### src/rtl/adaptive_thresh_pkg.sv
// Shared definitions for the adaptive-threshold stage.
// Contents: global phase codes, FSM state encoding and binary pixel values.
package adaptive_thresh_pkg;

  localparam logic [2:0] PHASE_IDLE   = 3'd0;
  localparam logic [2:0] PHASE_BOX    = 3'd1;
  localparam logic [2:0] PHASE_THRESH = 3'd2;

  localparam logic [7:0] PIX_WHITE = 8'd255;
  localparam logic [7:0] PIX_BLACK = 8'd0;

  typedef enum logic [1:0] {
    ST_IDLE  = 2'd0,
    ST_RUN   = 2'd1,
    ST_DRAIN = 2'd2,
    ST_DONE  = 2'd3
  } thr_state_e;

endpackage

### src/rtl/adaptive_threshold_if.sv
// Memory-side bus of the adaptive-threshold stage.
// Groups the source-image read port, the mean read port and the result
// write port.
//   master : the threshold block (drives addresses and write strobe)
//   slave  : the memories (return read data)
// Handshake: there is no ready signal anywhere on this bus. Read data is
// valid exactly one cycle after an address is presented (fixed latency).
// oResultWren is a one-cycle valid strobe qualifying oResultCol/Row/Data;
// the result memory must accept a write in every cycle it is asserted.
interface adaptive_threshold_if #(
  parameter int WIDTH_BITS  = 8,
  parameter int HEIGHT_BITS = 8
);
  logic [WIDTH_BITS-1:0]  oImageCol;
  logic [HEIGHT_BITS-1:0] oImageRow;
  logic [7:0]             iImageData;
  logic [WIDTH_BITS-1:0]  oMeanCol;
  logic [HEIGHT_BITS-1:0] oMeanRow;
  logic [7:0]             iMeanData;
  logic [WIDTH_BITS-1:0]  oResultCol;
  logic [HEIGHT_BITS-1:0] oResultRow;
  logic [7:0]             oResultData;
  logic                   oResultWren;

  modport master (
    output oImageCol, oImageRow, oMeanCol, oMeanRow,
    input  iImageData, iMeanData,
    output oResultCol, oResultRow, oResultData, oResultWren
  );

  modport slave (
    input  oImageCol, oImageRow, oMeanCol, oMeanRow,
    output iImageData, iMeanData,
    input  oResultCol, oResultRow, oResultData, oResultWren
  );
endinterface

### src/rtl/threshold_compare.sv
// Combinational per-pixel threshold decision.
// Ports:
//   i_pixel  : source pixel
//   i_mean   : local mean from the box filter
//   i_offset : threshold offset C (unsigned)
//   i_invert : swap output polarity
//   o_hit    : pixel > (mean - C), signed compare
//   o_out    : 255 when (hit XOR invert), else 0
module threshold_compare
  import adaptive_thresh_pkg::*;
(
  input  logic [7:0] i_pixel,
  input  logic [7:0] i_mean,
  input  logic [7:0] i_offset,
  input  logic       i_invert,
  output logic       o_hit,
  output logic [7:0] o_out
);
  // 10-bit signed covers -255..255, so mean - C never wraps.
  logic signed [9:0] w_thr;
  logic signed [9:0] w_pix;

  assign w_thr = $signed({2'b00, i_mean}) - $signed({2'b00, i_offset});
  assign w_pix = $signed({2'b00, i_pixel});
  assign o_hit = (w_pix > w_thr);
  assign o_out = (o_hit ^ i_invert) ? PIX_WHITE : PIX_BLACK;
endmodule

### src/rtl/adaptive_threshold.sv
// Final adaptive-thresholding stage: streams every source pixel and its
// local mean in raster order, writes a binary pixel per position and
// counts white pixels. One pixel per clock, 2-cycle address-to-write latency.
// Ports:
//   clock, reset   : clock, synchronous active-high reset
//   global_state   : system phase, active at PHASE_THRESH
//   iOffset        : threshold offset C, latched on RUN entry
//   iInvert        : output polarity swap, latched on RUN entry
//   bus            : image/mean read ports and result write port (master)
//   oWhiteCount    : number of 255 pixels written this run
//   finished       : sticky done flag
//   o_dbg_state    : current FSM state (debug)
module adaptive_threshold
  import adaptive_thresh_pkg::*;
#(
  parameter int WIDTH_BITS  = 8,
  parameter int HEIGHT_BITS = 8
) (
  input  logic                            clock,
  input  logic                            reset,
  input  logic [2:0]                      global_state,
  input  logic [7:0]                      iOffset,
  input  logic                            iInvert,
  adaptive_threshold_if.master            bus,
  output logic [WIDTH_BITS+HEIGHT_BITS:0] oWhiteCount,
  output logic                            finished,
  output thr_state_e                      o_dbg_state
);
  localparam int PB = WIDTH_BITS + HEIGHT_BITS;
  localparam logic [PB-1:0] LAST_POS = '1;
  localparam logic [PB-1:0] ONE_POS  = PB'(1);
  localparam logic [PB:0]   ONE_CNT  = (PB+1)'(1);

  thr_state_e r_state, w_next;

  logic [PB-1:0] r_pos;      // address being presented this cycle
  logic [PB-1:0] r_pos1;     // address whose read data is arriving now
  logic [PB-1:0] r_res_pos;  // coordinates of the write being emitted
  logic          r_v1;       // read data arriving now belongs to a real pixel
  logic          r_wren;
  logic [7:0]    r_res_data;
  logic [PB:0]   r_white;
  logic          r_finished;
  logic [7:0]    r_offset;
  logic          r_invert;

  logic          w_active;
  logic          w_start;
  logic          w_abort;
  logic          w_issue;
  logic          w_hit;
  logic [7:0]    w_out;

  assign w_active = (global_state == PHASE_THRESH);
  assign w_start  = (r_state == ST_IDLE) && w_active && !r_finished;
  assign w_abort  = ((r_state == ST_RUN) || (r_state == ST_DRAIN)) && !w_active;
  // The address shown in an abort cycle is never followed up.
  assign w_issue  = (r_state == ST_RUN) && w_active;

  threshold_compare u_cmp (
    .i_pixel  (bus.iImageData),
    .i_mean   (bus.iMeanData),
    .i_offset (r_offset),
    .i_invert (r_invert),
    .o_hit    (w_hit),
    .o_out    (w_out)
  );

  always_ff @(posedge clock) begin
    if (reset) r_state <= ST_IDLE;
    else       r_state <= w_next;
  end

  always_comb begin
    w_next = r_state;
    unique case (r_state)
      ST_IDLE:  if (w_start) w_next = ST_RUN;
      ST_RUN: begin
        if (!w_active)              w_next = ST_IDLE;
        else if (r_pos == LAST_POS) w_next = ST_DRAIN;
      end
      // Last write is on the bus and nothing is left behind it.
      ST_DRAIN: begin
        if (!w_active)             w_next = ST_IDLE;
        else if (r_wren && !r_v1)  w_next = ST_DONE;
      end
      ST_DONE:  w_next = ST_DONE;
      default:  w_next = ST_IDLE;
    endcase
  end

  always_ff @(posedge clock) begin
    if (reset) begin
      r_pos      <= '0;
      r_pos1     <= '0;
      r_res_pos  <= '0;
      r_v1       <= 1'b0;
      r_wren     <= 1'b0;
      r_res_data <= '0;
      r_white    <= '0;
      r_finished <= 1'b0;
      r_offset   <= '0;
      r_invert   <= 1'b0;
    end else begin
      r_v1   <= w_issue;
      r_pos1 <= r_pos;
      r_wren <= r_v1 && !w_abort;

      if (r_v1 && !w_abort) begin
        r_res_pos  <= r_pos1;
        r_res_data <= w_out;
        if (w_hit ^ r_invert) r_white <= r_white + ONE_CNT;
      end

      if (w_start) begin
        r_pos    <= '0;
        r_white  <= '0;
        r_offset <= iOffset;
        r_invert <= iInvert;
      end else if (w_abort) begin
        r_pos <= '0;
      end else if ((r_state == ST_RUN) && (r_pos != LAST_POS)) begin
        r_pos <= r_pos + ONE_POS;
      end

      if (w_next == ST_DONE) r_finished <= 1'b1;
    end
  end

  assign bus.oImageCol   = r_pos[WIDTH_BITS-1:0];
  assign bus.oImageRow   = r_pos[PB-1:WIDTH_BITS];
  assign bus.oMeanCol    = r_pos[WIDTH_BITS-1:0];
  assign bus.oMeanRow    = r_pos[PB-1:WIDTH_BITS];
  assign bus.oResultCol  = r_res_pos[WIDTH_BITS-1:0];
  assign bus.oResultRow  = r_res_pos[PB-1:WIDTH_BITS];
  assign bus.oResultData = r_res_data;
  assign bus.oResultWren = r_wren;
  assign oWhiteCount     = r_white;
  assign finished        = r_finished;
  assign o_dbg_state     = r_state;
endmodule

### src/flat_wrapper.sv
// flat-port wrapper written by rule: the top's interface ports become plain ports
module adaptive_threshold_flat import adaptive_thresh_pkg::*;
#(
  parameter int WIDTH_BITS  = 8,
  parameter int HEIGHT_BITS = 8
)
  (clock, reset, global_state, iOffset, iInvert, oWhiteCount, finished, o_dbg_state, bus_oImageCol, bus_oImageRow, bus_oMeanCol, bus_oMeanRow, bus_iImageData, bus_iMeanData, bus_oResultCol, bus_oResultRow, bus_oResultData, bus_oResultWren);
  adaptive_threshold_if #(.WIDTH_BITS(WIDTH_BITS), .HEIGHT_BITS(HEIGHT_BITS)) bus_i ();
  input  logic clock;
  input  logic reset;
  input  logic [2:0] global_state;
  input  logic [7:0] iOffset;
  input  logic iInvert;
  output logic [WIDTH_BITS+HEIGHT_BITS:0] oWhiteCount;
  output logic finished;
  output thr_state_e o_dbg_state;
  output wire logic [$bits(bus_i.oImageCol)-1:0] bus_oImageCol;
  output wire logic [$bits(bus_i.oImageRow)-1:0] bus_oImageRow;
  output wire logic [$bits(bus_i.oMeanCol)-1:0] bus_oMeanCol;
  output wire logic [$bits(bus_i.oMeanRow)-1:0] bus_oMeanRow;
  input wire logic [$bits(bus_i.iImageData)-1:0] bus_iImageData;
  input wire logic [$bits(bus_i.iMeanData)-1:0] bus_iMeanData;
  output wire logic [$bits(bus_i.oResultCol)-1:0] bus_oResultCol;
  output wire logic [$bits(bus_i.oResultRow)-1:0] bus_oResultRow;
  output wire logic [$bits(bus_i.oResultData)-1:0] bus_oResultData;
  output wire logic [$bits(bus_i.oResultWren)-1:0] bus_oResultWren;
  assign bus_oImageCol = bus_i.oImageCol;
  assign bus_oImageRow = bus_i.oImageRow;
  assign bus_oMeanCol = bus_i.oMeanCol;
  assign bus_oMeanRow = bus_i.oMeanRow;
  assign bus_i.iImageData = bus_iImageData;
  assign bus_i.iMeanData = bus_iMeanData;
  assign bus_oResultCol = bus_i.oResultCol;
  assign bus_oResultRow = bus_i.oResultRow;
  assign bus_oResultData = bus_i.oResultData;
  assign bus_oResultWren = bus_i.oResultWren;
  adaptive_threshold #(.WIDTH_BITS(WIDTH_BITS), .HEIGHT_BITS(HEIGHT_BITS)) u_core (.clock(clock), .reset(reset), .global_state(global_state), .iOffset(iOffset), .iInvert(iInvert), .bus(bus_i), .oWhiteCount(oWhiteCount), .finished(finished), .o_dbg_state(o_dbg_state));
endmodule
### config.mk
export PLATFORM = sky130hd
export DESIGN_NAME = adaptive_threshold_flat
export DESIGN_NICKNAME = d
export VERILOG_FILES = /design/src/rtl/adaptive_thresh_pkg.sv /design/src/rtl/adaptive_threshold_if.sv /design/src/rtl/threshold_compare.sv /design/src/rtl/adaptive_threshold.sv /design/src/flat_wrapper.sv
export SDC_FILE = /design/constraint.sdc
export NUM_CORES = 1
export LEC_CHECK = 0
export ABC_AREA = 1
export BUFFER_PORTS_ARGS = -buffer_cell sky130_fd_sc_hd__buf_2
export CAP_MARGIN = 20
export CELL_PAD_IN_SITES_DETAIL_PLACEMENT = 1
export CELL_PAD_IN_SITES_GLOBAL_PLACEMENT = 1
export CORE_MARGIN = 3
export CORE_UTILIZATION = 38
export CTS_CLUSTER_DIAMETER = 200
export DETAILED_ROUTE_END_ITERATION = 8
export GPL_TIMING_DRIVEN = 0
export PLACE_DENSITY = 0.84
export RECOVER_POWER = 50
export SYNTH_ARGS = -nofsm -noshare
export SYNTH_HDL_FRONTEND = slang
export SYNTH_SLANG_ARGS = --single-unit
### constraint.sdc
create_clock -name clock -period 3.7 [get_ports clock]
set_input_delay 0.74 -clock clock [delete_from_list [all_inputs] [get_ports clock]]
set_output_delay 0.74 -clock clock [all_outputs]
set_load 0.02 [all_outputs]
Yosys cells after proc, flatten, opt, wreduce, memory -nomap -nowiden
Cells that the tools add are included.
- $add $sub $neg: 3
- magnitude comparators: 1
- eq/ne operators: 7
- multiplexer cells: 7
- bitwise operators: 1
- reduce and logical (&&, ||, !) cells: 16
- operators by type and width (operator ; count):
    adder 17 x 1 -> 17 bit, second input constant ; 1
    adder 16 x 1 -> 16 bit, second input constant ; 1
    == test 16 bit, second input constant ; 1
    inequality test 16 bit, second input constant ; 1
    > comparator 9 x 10 -> 1 bit ; 1
    2-to-1 mux 2 bit ; 5
    subtractor 8 x 8 -> 9 bit ; 1
    2-to-1 mux 8 bit ; 1
    one-hot mux 2 bit (4 select lines) ; 1
    logical AND 1 bit ; 7
    == test 2 bit, second input constant ; 3
    zero test 1 bit ; 4
    == test 3 x 2 -> 1 bit, second input constant ; 1
    OR reduction 3 bit ; 1
    == test 2 x 1 -> 1 bit, second input constant ; 1
    zero test 2 bit ; 1
    AND reduction 2 bit ; 1
    OR reduction 2 bit ; 1
    logical OR 1 bit ; 1
    XOR 1 bit ; 1
- register bits: 87
- bits of input ports: 30
- word-level logic and storage cells: 46

Longest topological paths before layout
- depth after elaboration: 6
- depth in mapped cells: 24

Cells and area by module
A second synthesis with hierarchy kept.
- cell total of the unflattened synthesis: 634
- area, all modules: 4533.1 um^2
- modules (own cells, without submodules) (module ; times used ; cells an instance ; area each (um^2) ; seq. area each (um^2)):
    adaptive_threshold ; 1 ; 538 ; 3912.5 ; 1741.7
    threshold_compare ; 1 ; 96 ; 620.6 ; 0.0

Worst setup path after synthesis
OpenSTA, ideal clock, no wires.
- kind: input to register
- start point: input port bus_iMeanData[2]
- end point: register u_core.r_white[8], in the netlist u_core.oWhiteCount[8]
- library setup time: 0.124 ns
- arrival time: 3.036 ns
- slack: 0.540 ns
- stages: 21
- path buffers: 1
- path through: ha_1 -> a21oi_1 -> nand2_1 -> nand2_1 -> nand2_1 -> a21oi_1 -> o21ai_0 -> nand2_1 -> nand2_1 -> xor2_1 -> ha_1 -> nand2_1 -> inv_1 -> nand4_1 -> nand2_1 -> nand2_2 -> nand2_4 -> nand3_4 -> buf_8 -> nand2_2 -> a21oi_2
- word-level cells in the longest chain between the ends: 4
- ends and longest elaborated chain (what ; RTL line ; source):
    from (decl) ; flat_wrapper.sv:22 ; input wire logic [$bits(bus_i.iMeanData)-1:0] bus_iMeanData;
    subtractor 8 x 8 -> 9 bit ; threshold_compare.sv:23 ; assign w_thr = $signed({2'b00, i_mean}) - $signed({2'b00, i_offset});
    > comparator 9 x 10 -> 1 bit ; threshold_compare.sv:25 ; assign o_hit = (w_pix > w_thr);
    XOR 1 bit ; adaptive_threshold.sv:112 ; if (w_hit ^ r_invert) r_white <= r_white + ONE_CNT;
    AND reduction 2 bit (no line) ; n/a ;
    to (signal assigned) ; adaptive_threshold.sv:112 ;
    to (decl) ; adaptive_threshold.sv:42 ; logic [PB:0] r_white;
Every way passes these cells.
A chain may end at the register's enable or synchronous reset.

Final worst setup path
- start point: input port bus_iMeanData[2]
- end point: register u_core.r_white[15], in the netlist u_core.oWhiteCount[15]
Same word-level chain as after synthesis.

==> metrics.md <==
| Metric | Value |
|---|---|
| Number of DRC violations after detailed-routing iteration 0 | 114 |
| Maximum number of pins on one net before global-route repair | 16 |
| Worst reg2reg path endpoint | u_core.oWhiteCount[15] |
| Final-stage net count | 711 |
| Number of failing setup endpoints in the final timing report | 0 |
| Initial antenna violation count | 0 |
| Average cell area after synthesis | 7.692 um2 |
| Fraction of layout instances using a drive strength above 1 | 0.2036 |
| Gr busiest metal | met2 |
| Crit Path Max Fanout | 10 |
| Antenna cell count | 0 |
| Placeable core region | 10510 um2 |
| Min Tclk post-route | 3.331 ns |
| WP data required | 3.96 ns |
| Yosys warning count | 0 |
| Half-perimeter wire length of the detailed placement result | 9.188 mm |
| Worst hold path class | flop to flop |
| Layout overhead on the synthesized area | 19.21% |
| Max Clock Skew | 0.01133 ns |
| Met2 track utilization from global routing | 0.3556 |
| Sum of negative setup slack | 0 ns |
| Area contributors post-synth | sky130_fd_sc_hd__dfxtp_1 (38%), sky130_fd_sc_hd__nor2_1 (7.6%), sky130_fd_sc_hd__ha_1 (6.6%) |
| Max_slew headroom | 0.6910 |
| Logic pwr share | 0.297 |
| Kind of critical path | primary input to flop |
| Number of optimization iterations in the first detailed-route pass | 4 |
| # DRC | 0 |
| Net switching power figure | 811.6 uW |
| Highest clock rate | 300.3 MHz |
| Floorplan row count | 37 |
| Static leakage | 2.132 nW |
| Post-synthesis sequential area ratio | 0.3848 |
| Die outline area | 12240 um2 |
| Die outline width | 110.7 um |
| Hold buffer count at cts | 0 |
| Kind of capture point of the worst setup path | flop |
| Clock root buffer | sky130_fd_sc_hd__clkbuf_8 |
| Fin. max-slew vios | 0 |
| Final wirelength | 11.51 mm |
| Antenna Violating Nets Remaining | 0 |
| CTS tree | yes |
| Die span in y | 110.7 um |
| Worst-margin pin slew | 0.4634 ns |
| Reg2Reg Launch Point | u_core.r_offset[2] |
| Setup repair after global routing missed its margin | no |
| Slack of the worst reg-to-reg path | 0.53 ns |
| Clk network pwr share | 0.272 |
| Total global-route track usage | 0.1908 |
| H-tree levels | 3 |
| Power after layout | 2.184 mW |
| Net count of the mapped netlist | 594 |
| Critical path arrival | 3.59 ns |
| Fraction of power spent switching nets | 0.3716 |
| Power per standard cell area | 440.3 nW/um2 |
| Final hold violation count | 0 |
| Worst setup path endpoint | u_core.oWhiteCount[15] |
| Largest area contributor in the synthesized netlist | sky130_fd_sc_hd__dfxtp_1 |
| Final weighted congestion in routability-driven placement | 0.8733 |
| Setup crit start | bus_iMeanData[2] |
| Worst Reg-to-Reg Cells | 20 |
| Met3 demand-to-capacity share in global routing | 0.02620 |
| TritonCTS sink count | 80 |
| Number of global-route vias before repair | 4247 |
| Number of buffers created by CTS | 9 |
| Vias | 3935 |
| CP startpoint kind | primary input |
| Insertion delay of the later-clocked pin in the worst-skew pair | 0.34 ns |
| Buffers from clock root to sink, at most | 2 |
| Cells after Synth | 541 |
| Internal power | 1.373 mW |
| VDD IR max | 0.1929 mV |
| Maximum capacitance violations | 0 |
| Count of different cell masters after synthesis | 34 |
| Initial standard-cell utilization of the core | 0.3960 |
| Netlist Area Pre-Place | 4161 um2 |
| Number of fill cells in the layout | 1352 |
| Number of vias per cell | 4.925 |
| Ports placed on the boundary | 107 |
| Wire length of the first global-routing pass | 19.68 mm |
| Final cycle utilization of the critical path | 0.9001 |
| Share of Yosys cell area claimed by the top area cell type | 0.3848 |
| Port Buffers | 106 |
| Remaining global-route overflow | 0 |
| Post-CTS setup buffer count | 0 |
| Post-cts repair resize count | 0 |
| Worst-path clk slew | 0.09 ns |
| Flop pwr share | 0.431 |
| #FFs+latches synth | 80 |
| GR Util met1 | 0.2261 |
| Status | finished clean |
| Routed length per instance | 14.40 um |
## layout make-up
type | instances | area [um2] | area share
plain buffers | 38 | 259.0 | 0.05221
clock buffers | 10 | 127.6 | 0.02573
clock inverters | 6 | 50.05 | 0.01009
inverters | 68 | 255.2 | 0.05145
multi-input cells | 355 | 2038 | 0.4108
flip-flops and latches | 80 | 1602 | 0.3228
well taps | 136 | 170.2 | 0.03430
repair buffers | 106 | 459.2 | 0.09256
## cells in the mapped netlist (all sizes together)
| cell type | number |
|---|---|
| nor4 | 2 |
| clkbuf | 5 |
| fa | 1 |
| nand4 | 25 |
| nor3b | 1 |
| xor2 | 13 |
| nand3b | 1 |
| a21oi | 43 |
| o21ai | 38 |
| xnor2 | 9 |
| ha | 22 |
| o21bai | 2 |
| nor3 | 12 |
| inv | 68 |
| buf | 33 |
| nand2 | 77 |
| a31oi | 1 |
| nand3 | 19 |
| nor2 | 88 |
| dfxtp | 80 |
| a211oi | 1 |
## worst min path at each step
stage                             from                    to  slack [ns]  cells after the start
finish                u_core.r_pos1[6]   u_core.r_res_pos[6]        0.47                      2
global route        u_core.r_offset[3]    u_core.r_offset[3]        0.49                      2
global placement      u_core.r_pos1[5]   u_core.r_res_pos[5]        0.43                      2
detailed placement    u_core.r_pos1[6]   u_core.r_res_pos[6]        0.45                      2
CTS                   u_core.r_pos1[5]   u_core.r_res_pos[5]        0.47                      2
floorplan            u_core.r_pos1[10]  u_core.r_res_pos[10]        0.43                      2
## cell usage in the layout (no fill, tap or decap)
cell | netlist | routed
sky130_fd_sc_hd__nor2_1 | 84 | 84
sky130_fd_sc_hd__dfxtp_1 | 80 | 80
sky130_fd_sc_hd__nand2_1 | 65 | 66
sky130_fd_sc_hd__inv_1 | 63 | 63
sky130_fd_sc_hd__clkbuf_1 | 5 | 63
sky130_fd_sc_hd__buf_2 | 6 | 55
sky130_fd_sc_hd__o21ai_0 | 37 | 37
sky130_fd_sc_hd__a21oi_1 | 33 | 33
sky130_fd_sc_hd__buf_4 | 26 | 26
sky130_fd_sc_hd__nand4_1 | 25 | 25
sky130_fd_sc_hd__ha_1 | 22 | 22
sky130_fd_sc_hd__nand3_1 | 15 | 15
sky130_fd_sc_hd__xor2_1 | 13 | 13
sky130_fd_sc_hd__nor3_1 | 10 | 10
sky130_fd_sc_hd__nand2_2 | 10 | 10
sky130_fd_sc_hd__a21oi_2 | 10 | 10
sky130_fd_sc_hd__xnor2_1 | 9 | 9
sky130_fd_sc_hd__clkbuf_8 | 0 | 9
sky130_fd_sc_hd__inv_2 | 5 | 5
sky130_fd_sc_hd__inv_6 | 0 | 3
sky130_fd_sc_hd__nand3_2 | 2 | 2
sky130_fd_sc_hd__nor2_4 | 2 | 2
sky130_fd_sc_hd__nor4_1 | 2 | 2
sky130_fd_sc_hd__nor2_2 | 2 | 2
sky130_fd_sc_hd__o21bai_1 | 2 | 2
sky130_fd_sc_hd__nand3_4 | 2 | 2
sky130_fd_sc_hd__clkinvlp_4 | 0 | 2
sky130_fd_sc_hd__nor3_4 | 1 | 1
sky130_fd_sc_hd__nor3_2 | 1 | 1
sky130_fd_sc_hd__a31oi_1 | 1 | 1
sky130_fd_sc_hd__nor3b_2 | 1 | 1
sky130_fd_sc_hd__a211oi_1 | 1 | 1
sky130_fd_sc_hd__o21ai_4 | 1 | 1
sky130_fd_sc_hd__nand2_4 | 2 | 1
sky130_fd_sc_hd__buf_8 | 1 | 1
sky130_fd_sc_hd__nand3b_1 | 1 | 1
sky130_fd_sc_hd__fa_1 | 1 | 1
sky130_fd_sc_hd__clkinv_4 | 0 | 1
## per-layer routing
metal / up-vias / share of wire
li1: 1963 / -
met1: 1884 / 0.43
met2: 75 / 0.52
met3: 13 / 0.032
met4: 0 / 0.013
met5: - / 0
## critical path: stages
cell and delay [ns]:
sky130_fd_sc_hd__buf_2 0.10, sky130_fd_sc_hd__ha_1 0.34, sky130_fd_sc_hd__a21oi_1 0.16, sky130_fd_sc_hd__nand2_1 0.10, sky130_fd_sc_hd__nand2_1 0.07, sky130_fd_sc_hd__nand2_1 0.05
sky130_fd_sc_hd__a21oi_1 0.19, sky130_fd_sc_hd__xor2_1 0.12, sky130_fd_sc_hd__ha_1 0.31, sky130_fd_sc_hd__nand2_1 0.07, sky130_fd_sc_hd__nor2_1 0.17, sky130_fd_sc_hd__nand2_1 0.08
sky130_fd_sc_hd__nand3_1 0.10, sky130_fd_sc_hd__nand2_1 0.06, sky130_fd_sc_hd__nand2_1 0.06, sky130_fd_sc_hd__nand2_1 0.11, sky130_fd_sc_hd__nand3_4 0.15, sky130_fd_sc_hd__buf_2 0.26
sky130_fd_sc_hd__nand4_1 0.16, sky130_fd_sc_hd__a21oi_2 0.19
## metrics by stage
step / std cells / instance area [um2] / hold slack, ns / util / worst slack (ns)
4_1_cts: 799 / 5040 / 0.4685 / 0.4796 / 0.3597
2_1_floorplan: 541 / 4161 / 0.4306 / - / 0.5403
3_3_place_gp: 783 / 4862 / 0.4343 / 0.4627 / 0.1788
3_5_place_dp: 783 / 4862 / 0.4490 / 0.4627 / 0.01117
5_1_grt: 799 / 4961 / 0.4945 / 0.4721 / 0.09982
6_report: 799 / 4961 / 0.4676 / 0.4721 / 0.3695
## kinds of logic after synthesis
kind of cell / after synthesis / synth area share
AOI/OAI and AO/OA: 85 / 0.1161
xor gates and xnor gates: 22 / 0.04630
adders and majority gates: 23 / 0.07096
buffers and inverters: 106 / 0.1236
DFF: 80 / 0.3848
and+or+nand+nor: 225 / 0.2583
## power by group through the flow
stage | registers, mW | logic (mW) | clock network (mW)
2_1_floorplan | 0.986 | 0.453 | 0
3_3_place_gp | 0.959 | 0.632 | 0
5_1_grt | 0.949 | 0.744 | 0.653
3_5_place_dp | 0.962 | 0.671 | 0
4_1_cts | 0.942 | 0.673 | 0.609
6_report | 0.942 | 0.648 | 0.594
## flip-flops by register name, indices dropped and copies added, names as in the netlist
register                cells
u_core.r_pos1              16
u_core.r_pos               16
u_core.bus.oResultData      1
u_core.r_offset             8
u_core.r_v1                 1
u_core.oWhiteCount         17
u_core.r_res_pos           16
u_core.bus.oResultWren      1
u_core.r_invert             1
u_core.finished             1
u_core.o_dbg_state          2
(Power assumes the default switching activity.)
